File: config.mk
export PLATFORM = sky130hd
export DESIGN_NAME = qoi_stream_encoder
export DESIGN_NICKNAME = d
export VERILOG_FILES = /design/src/rtl/qoi_pkg.sv /design/src/rtl/qoi_index_table.sv /design/src/rtl/qoi_stream_encoder.sv
export SDC_FILE = /design/constraint.sdc
export NUM_CORES = 2
export LEC_CHECK = 0
export BUFFER_PORTS_ARGS = -buffer_cell sky130_fd_sc_hd__buf_2
export CAP_MARGIN = 20
export CELL_PAD_IN_SITES_DETAIL_PLACEMENT = 1
export CELL_PAD_IN_SITES_GLOBAL_PLACEMENT = 1
export CORE_MARGIN = 3
export CORE_UTILIZATION = 40
export DETAILED_ROUTE_END_ITERATION = 6
export PLACE_DENSITY = 0.69
export SLEW_MARGIN = 20
export SYNTH_ARGS = -nofsm -noshare
export SYNTH_HDL_FRONTEND = slang
export SYNTH_SLANG_ARGS = --single-unit
export TNS_END_PERCENT = 100
File: constraint.sdc
create_clock -name clk -period 8.28 [get_ports clk]
set_input_delay 1.242 -clock clk [delete_from_list [all_inputs] [get_ports clk]]
set_output_delay 1.242 -clock clk [all_outputs]
set_load 0.05 [all_outputs]
File: src/rtl/qoi_pkg.sv
// Shared QOI definitions: op byte constants, pixel type, encoder state
// and the colour hash used to address the index table.
package qoi_pkg;

    localparam logic [7:0] QOI_OP_INDEX = 8'h00;
    localparam logic [7:0] QOI_OP_DIFF  = 8'h40;
    localparam logic [7:0] QOI_OP_LUMA  = 8'h80;
    localparam logic [7:0] QOI_OP_RUN   = 8'hC0;
    localparam logic [7:0] QOI_OP_RGB   = 8'hFE;
    localparam logic [7:0] QOI_OP_RGBA  = 8'hFF;
    localparam logic [7:0] QOI_MASK_2   = 8'hC0;

    typedef struct packed {
        logic [7:0] r;
        logic [7:0] g;
        logic [7:0] b;
        logic [7:0] a;
    } qoi_px_t;

    localparam qoi_px_t QOI_PX_INIT = '{8'h00, 8'h00, 8'h00, 8'hFF};

    // PASS: accepting pixels. SPLIT: a RUN op is out, the pixel that broke
    // the run is parked and gets encoded on the next output advance.
    typedef enum logic [0:0] {
        ST_PASS  = 1'b0,
        ST_SPLIT = 1'b1
    } qoi_state_e;

    // Index position: (r*3 + g*5 + b*7 + a*11) mod 64. The low 6 bits of an
    // 8-bit wrapping sum are the same as those of the full-width sum.
    function automatic logic [5:0] qoi_hash(input qoi_px_t px);
        logic [7:0] s;
        s = px.r * 8'd3 + px.g * 8'd5 + px.b * 8'd7 + px.a * 8'd11;
        return s[5:0];
    endfunction

endpackage

File: src/rtl/qoi_index_table.sv
// 64-entry table of recently seen pixels. Combinational read, synchronous
// write, synchronous clear of every entry (clear wins over write).
// With INDEX_EN == 0 the storage is removed and reads return zero.
import qoi_pkg::*;

module qoi_index_table #(
    parameter int INDEX_EN = 1
) (
    input  logic       clk,
    input  logic       clear,
    input  logic       we,
    input  logic [5:0] waddr,
    input  qoi_px_t    wdata,
    input  logic [5:0] raddr,
    output qoi_px_t    rdata
);

    generate
        if (INDEX_EN != 0) begin : g_table
            qoi_px_t mem [64];

            // Clear-all on reset or end of image, otherwise single-entry write.
            always_ff @(posedge clk) begin
                if (clear) begin
                    for (int i = 0; i < 64; i++) begin
                        mem[i] <= '0;
                    end
                end else if (we) begin
                    mem[waddr] <= wdata;
                end
            end

            assign rdata = mem[raddr];
        end else begin : g_none
            logic unused_ok;
            assign unused_ok = ^{clk, clear, we, waddr, wdata, raddr};
            assign rdata     = '0;
        end
    endgenerate

endmodule

File: src/rtl/qoi_stream_encoder.sv
// Streaming QOI encoder: one pixel in, at most one op (1..5 bytes) out per
// beat. Ops are left-aligned in out_data, MSB first, unused bytes zero.
//
// Handshake (both sides): a transfer happens on a clk edge where
// valid && ready. A producer holding valid keeps its payload stable until
// the transfer; ready may change freely. The output register advances
// whenever it is empty or being consumed, and the input is only ready in
// PASS state when the output register can advance.
import qoi_pkg::*;

module qoi_stream_encoder #(
    parameter int CHANNELS = 4,
    parameter int RUN_MAX  = 62,
    parameter int INDEX_EN = 1
) (
    input  logic        clk,
    input  logic        rst,
    input  logic        in_valid,
    output logic        in_ready,
    input  logic [7:0]  in_r,
    input  logic [7:0]  in_g,
    input  logic [7:0]  in_b,
    input  logic [7:0]  in_a,
    input  logic        in_last,
    output logic        out_valid,
    input  logic        out_ready,
    output logic [39:0] out_data,
    output logic [2:0]  out_bytes,
    output logic        out_last,
    output qoi_state_e  dbg_state
);

    localparam logic [5:0] RUN_MAX6 = RUN_MAX[5:0];

    qoi_state_e state;
    qoi_px_t    prev;
    qoi_px_t    pend_px;
    logic       pend_last;
    logic [5:0] run;

    qoi_px_t    in_px;
    qoi_px_t    enc_px;
    qoi_px_t    idx_px;
    logic [5:0] enc_h;
    logic [5:0] run_inc;
    logic       advance;
    logic       accept;
    logic       is_match;
    logic       idx_hit;
    logic       eoi_load;
    logic       tbl_we;
    logic       tbl_clear;

    logic [7:0]  dr, dg, db;
    logic [7:0]  dr_b, dg_b, db_b;
    logic [7:0]  dg_l, rg_l, bg_l;
    logic [39:0] enc_data;
    logic [2:0]  enc_bytes;

    assign in_px     = '{in_r, in_g, in_b, (CHANNELS == 3) ? 8'hFF : in_a};
    assign advance   = !out_valid || out_ready;
    assign in_ready  = (state == ST_PASS) && advance && rst;
    assign accept    = in_valid && in_ready;
    assign is_match  = (in_px == prev);
    assign run_inc   = run + 6'd1;
    assign dbg_state = state;

    // The parked pixel is encoded in SPLIT, the incoming one otherwise.
    assign enc_px  = (state == ST_SPLIT) ? pend_px : in_px;
    assign enc_h   = qoi_hash(enc_px);
    assign idx_hit = (INDEX_EN != 0) && (idx_px == enc_px);

    // Image ends when the op carrying out_last is loaded. A split with
    // in_last defers the end to the second beat.
    assign eoi_load = rst && advance &&
                      (((state == ST_SPLIT) && pend_last) ||
                       ((state == ST_PASS) && accept && in_last &&
                        (is_match || run == 6'd0)));

    assign tbl_we    = rst && advance &&
                       ((state == ST_SPLIT) ||
                        (accept && !is_match && run == 6'd0));
    assign tbl_clear = !rst || eoi_load;

    qoi_index_table #(
        .INDEX_EN(INDEX_EN)
    ) u_index (
        .clk   (clk),
        .clear (tbl_clear),
        .we    (tbl_we),
        .waddr (enc_h),
        .wdata (enc_px),
        .raddr (enc_h),
        .rdata (idx_px)
    );

    // Non-run op selection: INDEX, then DIFF/LUMA/RGB when alpha is
    // unchanged, else RGBA. Biased differences compare as unsigned ranges.
    always_comb begin
        dr        = enc_px.r - prev.r;
        dg        = enc_px.g - prev.g;
        db        = enc_px.b - prev.b;
        dr_b      = dr + 8'd2;
        dg_b      = dg + 8'd2;
        db_b      = db + 8'd2;
        dg_l      = dg + 8'd32;
        rg_l      = dr - dg + 8'd8;
        bg_l      = db - dg + 8'd8;
        enc_data  = '0;
        enc_bytes = 3'd0;
        if (idx_hit) begin
            enc_data  = {QOI_OP_INDEX | {2'b00, enc_h}, 32'h0};
            enc_bytes = 3'd1;
        end else if (enc_px.a == prev.a) begin
            if (dr_b < 8'd4 && dg_b < 8'd4 && db_b < 8'd4) begin
                enc_data  = {QOI_OP_DIFF | {2'b00, dr_b[1:0], dg_b[1:0], db_b[1:0]}, 32'h0};
                enc_bytes = 3'd1;
            end else if (dg_l < 8'd64 && rg_l < 8'd16 && bg_l < 8'd16) begin
                enc_data  = {QOI_OP_LUMA | {2'b00, dg_l[5:0]}, rg_l[3:0], bg_l[3:0], 24'h0};
                enc_bytes = 3'd2;
            end else begin
                enc_data  = {QOI_OP_RGB, enc_px.r, enc_px.g, enc_px.b, 8'h00};
                enc_bytes = 3'd4;
            end
        end else begin
            enc_data  = {QOI_OP_RGBA, enc_px.r, enc_px.g, enc_px.b, enc_px.a};
            enc_bytes = 3'd5;
        end
    end

    // Encoder state machine with the registered output stage.
    always_ff @(posedge clk) begin
        if (!rst) begin
            state     <= ST_PASS;
            prev      <= QOI_PX_INIT;
            run       <= 6'd0;
            pend_px   <= QOI_PX_INIT;
            pend_last <= 1'b0;
            out_valid <= 1'b0;
            out_data  <= '0;
            out_bytes <= 3'd0;
            out_last  <= 1'b0;
        end else if (advance) begin
            if (state == ST_SPLIT) begin
                out_valid <= 1'b1;
                out_data  <= enc_data;
                out_bytes <= enc_bytes;
                out_last  <= pend_last;
                prev      <= pend_last ? QOI_PX_INIT : pend_px;
                state     <= ST_PASS;
            end else if (accept) begin
                if (is_match) begin
                    if (run_inc == RUN_MAX6 || in_last) begin
                        out_valid <= 1'b1;
                        out_data  <= {QOI_OP_RUN | {2'b00, run_inc - 6'd1}, 32'h0};
                        out_bytes <= 3'd1;
                        out_last  <= in_last;
                        run       <= 6'd0;
                    end else begin
                        out_valid <= 1'b0;
                        run       <= run_inc;
                    end
                    if (in_last) begin
                        prev <= QOI_PX_INIT;
                    end
                end else if (run != 6'd0) begin
                    out_valid <= 1'b1;
                    out_data  <= {QOI_OP_RUN | {2'b00, run - 6'd1}, 32'h0};
                    out_bytes <= 3'd1;
                    out_last  <= 1'b0;
                    run       <= 6'd0;
                    pend_px   <= in_px;
                    pend_last <= in_last;
                    state     <= ST_SPLIT;
                end else begin
                    out_valid <= 1'b1;
                    out_data  <= enc_data;
                    out_bytes <= enc_bytes;
                    out_last  <= in_last;
                    prev      <= in_last ? QOI_PX_INIT : in_px;
                end
            end else begin
                out_valid <= 1'b0;
            end
        end
    end

endmodule
After elaboration in Yosys (flattened, before gate mapping). Memory sizes are Yosys's and may differ from the RTL's. Index checks and enable logic that the tools add are counted.

Add/sub/neg operators: 17. Multipliers: 4. $lt $le $gt $ge: 6. Eq/ne operators: 7. Muxes and demuxes: 50. Bitwise gates (word level): 2. Reduce and logical (&&, ||, !) cells: 34.

Operators with widths (count): $mux W40 (8); $mux W32 (9); $eq A32 B32 Y1 (2); $sub A8 B8 Y8 (5); $mux W39 (1); $reduce_or A32 Y1 (1); $mux W3 (9); $add A8 B2 Y8 const B (3); $lt A8 B3 Y1 const B (3); $mux W6 (4); $mux W1 (19); $add A6 B6 Y6 (3); $add A8 B4 Y8 const B (2); $logic_and A1 B1 Y1 (16); $lt A8 B5 Y1 const B (2); $mul A8 B3 Y6 const B (2); $sub A6 B1 Y6 const B (2); $add A8 B6 Y8 const B (1); $eq A8 B8 Y1 (1); $lt A8 B7 Y1 const B (1); $mul A8 B2 Y6 const B (1); $mul A8 B4 Y6 const B (1); $reduce_and A4 Y1 (2); $add A6 B1 Y6 const B (1); other kinds (11) (21).

Register bits: 117. Bits in writable memories: 2048. Input port bits: 37. Output and inout bits: 47. Word-level logic and storage cells: 136. Memories: 1.

Memory list: u_index.g_table.mem (depth 64, width 32, rd ports 1, clocked after Yosys merged registers in 0, wr ports 64, RTL line qoi_index_table.sv:20) `qoi_px_t mem [64];`.

Longest topological paths before layout.
Depth after elaboration: 15. Gate-level depth with buffers: 35. Gate-level depth less buffers: 25.

Modules after synthesis. From an unflattened synthesis, not the netlist that was laid out.

Cells, all modules: 7056. Area total of the unflattened synthesis: 102007.8 µm².

By module, submodules not included: qoi_index_table (times used 1, cells an instance 5946, area an instance 92712.7 µm², sequential area each 61499.0 µm²); qoi_stream_encoder (times used 1, cells an instance 1110, area an instance 9295.2 µm², sequential area each 2342.2 µm²).

Least setup slack after synthesis. OpenSTA, ideal clock, no wires.

Kind: flip-flop to flip-flop. Start: register state, in the netlist dbg_state. End: register out_bytes[1]. Library setup time: 117 ps. Arrival time: 8767 ps. Required time: 8163 ps. Path slack: -604 ps. Cell stages (with the launch flop): 30. Path buffers: 9. Clock period less this slack: 8884 ps. Cell sequence: dfxtp_1 -> buf_2 -> buf_2 -> buf_4 -> mux2i_1 -> clkbuf_1 -> clkbuf_1 -> inv_1 -> fa_1 -> inv_1 -> fa_1 -> fa_1 -> fa_1 -> fa_1 -> inv_1 -> fa_1 -> buf_2 -> nor2_1 -> clkbuf_1 -> buf_1 -> a22oi_1 -> a311oi_1 -> xor2_1 -> o31a_1 -> a221oi_1 -> o211ai_1 -> nor4_4 -> nor3_2 -> buf_6 -> a32o_1.

RTL lines: from (decl) (RTL line qoi_stream_encoder.sv:35) `qoi_state_e state;`; from (signal assigned) (RTL line qoi_stream_encoder.sv:134) `state <= ST_PASS;`; from (signal assigned) (RTL line qoi_stream_encoder.sv:150) `state <= ST_PASS;`; from (signal assigned) (RTL line qoi_stream_encoder.sv:174) `state <= ST_SPLIT;`; to (signal assigned) (RTL line qoi_stream_encoder.sv:147) `out_bytes <= enc_bytes;`; to (signal assigned) (RTL line qoi_stream_encoder.sv:178) `out_bytes <= enc_bytes;`; to (decl) (RTL line qoi_stream_encoder.sv:28) `output logic [2:0] out_bytes,`.

==> metrics.md <==
| Metric | Value |
|---|---|
| Status | `finished with violations` |
| Failing checks | `setup timing` |
| CTS Sinks | `2165` |
| Drt drc | `0` |
| Switching share of power | `about 43%` |
| Crit path launch type | `flip-flop` |
| Setup tns final | `-0.0605 ns` |
| Worst Path Buf+Inv | `9` |
| Fillers | `approximately 24k` |
| Layout Nets | `7703` |
| Routed Antenna Nets | `0` |
| Post-Syn Area per Cell | `approximately 13 sq um` |
| Full die area | `250000 sq um` |
| Detailed Place HPWL | `between 200 and 250 mm` |
| Clock Tree Buf Depth | `3` |
| Syn Inst Count | `roughly 7.3k` |
| Endpoints failing setup | `5` |
| CP delay by family, top | `adder cells` |
| Vias in the first global route | `67.6k` |
| WHS | `0.449 ns` |
| Worst hold path type | `flip-flop to flip-flop` |
| Share of layout cells above drive strength 1 | `a little over 20%` |
| Synth warn | `0` |
| Antenna violations before repair | `8` |
| Via Count | `roughly 66k` |
| Placed Instances | `roughly 11k` |
| Synthesis-to-layout area growth | `15.9%` |
| Flop pwr share | `between 20% and 30%` |
| Worst skew pair latency | `about 0.90 ns` |
| Max IR drop VDD | `roughly 760 uV` |
| DR vias/cell | `about 6` |
| Clock power share | `a little under a fifth` |
| WL final | `between 300 and 400 mm` |
| RSZ-0062 raised after global routing | `yes` |
| Worst Path Required | `9.07 ns` |
| Final instance count without filler cells | `between 10k and 15k` |
| FF+latch area | `between 60000 and 70000 sq um` |
| Register area share after synthesis | `between 60% and 70%` |
| Clock Tree Root | `clkbuf_16` |
| Design area | `about 110000 sq um` |
| TritonCTS clock tree | `yes` |
| Gr usage total | `between 20% and 30%` |
| Crit path max-delay cell type | `nor4_4` |
| Rel. slew slack | `between 20% and 30%` |
| Psw | `approximately 23 mW` |
| Internal power | `slightly above 30 mW` |
| Most common cell in the synthesized netlist | `nor2_1` |
| CP max FO | `17` |
| Critical path class | `flip-flop to flip-flop` |
| Chip Width | `roughly 500 um` |
| 1st-iter DRT viols | `roughly 8.9k` |
| TritonCTS buffer count | `around 220` |
| FFs w/ async S/R, synth | `0%` |
| Worst EP arrival | `between 9 and 10 ns` |
| Row count | `180` |
| Synth cell count leaders | `nor2_1, edfxtp_1, clkbuf_1` |
| Minimum clock period | `between 8 and 9 ns` |
| GR Overflow Total | `0` |
| Leading area contributor after synthesis | `edfxtp_1` |
| Number of synthesized register bits | `2165` |
| Slew Limit Fails | `0` |
| Primary FF master, synth | `edfxtp_1` |
| CP Capture Type | `flip-flop` |
| Top post-synthesis cells by area | `edfxtp_1, mux4_2, nor2_1, mux2i_1, dfxtp_1` |
| Die height | `between 400 and 500 um` |
| DP Area | `between 100000 and 150000 sq um` |
| Post-synth EDFFs | `just over 2k` |
| Crit path largest cell delay | `0.58 ns` |
| I/O Pins | `84` |
| Final cycle utilization of the critical path | `100%` |
| Pleak | `approximately 43 nW` |
| Comb pwr share | `between 50 and 60%` |
| Core ar. | `around 240000 sq um` |
| Post-CTS Hold Fix Bufs | `0` |
| Starting Density | `around two fifths` |
| Final Hold Fails | `0` |
| Clk pin slew, worst setup/hold paths | `0.06 ns` |
| Global-route wire length before repair | `501 mm` |
| Yosys top cell area share | `63.1%` |
| # H-tree levels | `4` |
| Placer Congestion | `0.961` |
| MaxCap Viol Count | `0` |
| DR pass1 iterations | `6` |
| Slew at the pin closest to its max-slew limit | `about 1.2 ns` |
| Netlist cell types | `81` |
| Routed WL per cell | `between 30 and 40 um` |
| Multi-input logic area | `between 30000 and 40000 sq um` |
| Clk_skew | `about 0.046 ns` |
| Pin count of the biggest net entering global routing | `between 60 and 70` |
| PD cells | `about 470 nW/um^2` |
| Port bufs | `slightly above 80` |
| Post-Synthesis Cell Area | `approximately 100000 sq um` |
| Final worst-path setup slack | `-0.0257 ns` |
| Max Clk Rate | `roughly 0.12 GHz` |
| Post-Syn Nets | `roughly 7.4k` |
[placed cells by master, fill, tap and decap left out, types with 18 or more instances in the layout]
cell	netlist	final
a211oi_1	35	30
a21oi_1	84	84
a22o_1	20	20
a22oi_1	172	170
and3_1	23	22
buf_12	0	109
buf_2	88	83
buf_4	36	544
clkbuf_1	493	57
clkbuf_16	0	225
clkinv_1	1	52
clkinv_2	0	36
dfxtp_1	117	116
edfxtp_1	2048	2048
fa_1	28	27
ha_1	71	67
inv_1	109	104
mux2i_1	289	258
mux2i_4	0	31
mux4_2	413	413
nand2_1	345	327
nand2_2	0	18
nand3_1	71	65
nand4_1	122	122
nor2_1	2140	2136
nor3_1	36	29
nor4_1	29	27
o21ai_0	67	49
o21ai_1	2	18
o22ai_1	40	38
xnor2_1	69	68
xor2_1	55	54
[routing by layer]
layer | global-route usage [%] | part of all wire, %
met1 | 36.6 | 38
met2 | 44.5 | 47
met3 | 5.44 | 9.5
met4 | 12.8 | 5.2
met5 | 0 | 0.011
[state kept, by name, summed over array words and instances, names as in the netlist]
| signal | flops |
|---|---|
| pend_last | 1 |
| out_data | 40 |
| u_index.g_table.mem | 2048 |
| out_valid | 1 |
| prev | 32 |
| out_bytes | 3 |
| dbg_state | 1 |
| run | 6 |
| pend_px | 32 |
| out_last | 1 |
[worst reg2reg max path: cells and delay by family, from the launching register on]
kind / cells / cell delay (ns)
AO/OA/AOI/OAI: 4 / 1.06
buffers and inverters: 9 / 1.58
adder cells (fa/ha/maj): 7 / 2.91
flip-flops: 1 / 0.47
AND/OR/NAND/NOR: 6 / 1.48
multiplexers: 1 / 0.30
XOR/XNOR: 1 / 0.41
[power by group through the flow]
stage | Combinational, mW | Clock, mW | Sequential (mW)
6_report | 30.2 | 9.84 | 13.0
5_1_grt | 30.8 | 10.4 | 13.1
4_1_cts | 28.8 | 9.95 | 13.0
3_5_place_dp | 28.5 | 0 | 13.3
3_3_place_gp | 28.2 | 0 | 13.2
2_1_floorplan | 13.8 | 0 | 13.2
[cell type report]
cell class	count	share of cell area (%)
well taps	3185	3.53
inverters	112	0.375
diodes	4	0.00885
repair buffers	750	6.08
multi-input cells	4317	27.4
clock inverters	122	0.926
clock buffers	290	5.22
flip-flops and latches	2165	56.5
[kinds of logic after synthesis]
logic type               Yosys count  share of synthesized area (%)
multiplexers                     714                           12.6
buffers and inverters            790                           3.60
XOR/XNOR                         129                           1.23
AO/OA/AOI/OAI                    541                           3.83
AND/OR/NAND/NOR                 2833                           11.7
adder cells (fa/ha/maj)           99                           1.49
flip-flops                      2165                           65.5
[final timing paths]
kind / start / to / slack [ns] / cells after the start
worst max register to register: dbg_state$_SDFFE_PN0N_ / out_bytes[1]$_SDFFE_PN0P_ / -0.03 / 28
worst max-delay path: dbg_state$_SDFFE_PN0N_ / out_bytes[1]$_SDFFE_PN0P_ / -0.03 / 28
worst min-delay path: out_bytes[2]$_SDFFE_PN0P_ / out_bytes[2]$_SDFFE_PN0P_ / 0.45 / 2
worst min register to register: out_bytes[2]$_SDFFE_PN0P_ / out_bytes[2]$_SDFFE_PN0P_ / 0.45 / 2
[stage by stage]
stage	util, %	setup slack [ns]	power (mW)
after detailed placement	43.7	-1.09	41.8
after global routing	46.8	-0.171	54.2
after CTS	46.7	0.000595	51.8
final	46.8	-0.0257	53.1
after global placement	43.7	-0.922	41.3
after floorplan	-	-0.00398	27.0
[timing repair]
action                     CTS  global route
pin swaps                    5            23
resized for setup           14            65
cloned                       1             2
setup endpoints to repair   43            43
setup buffers                4            15
Power figures use the tool's default switching activity.
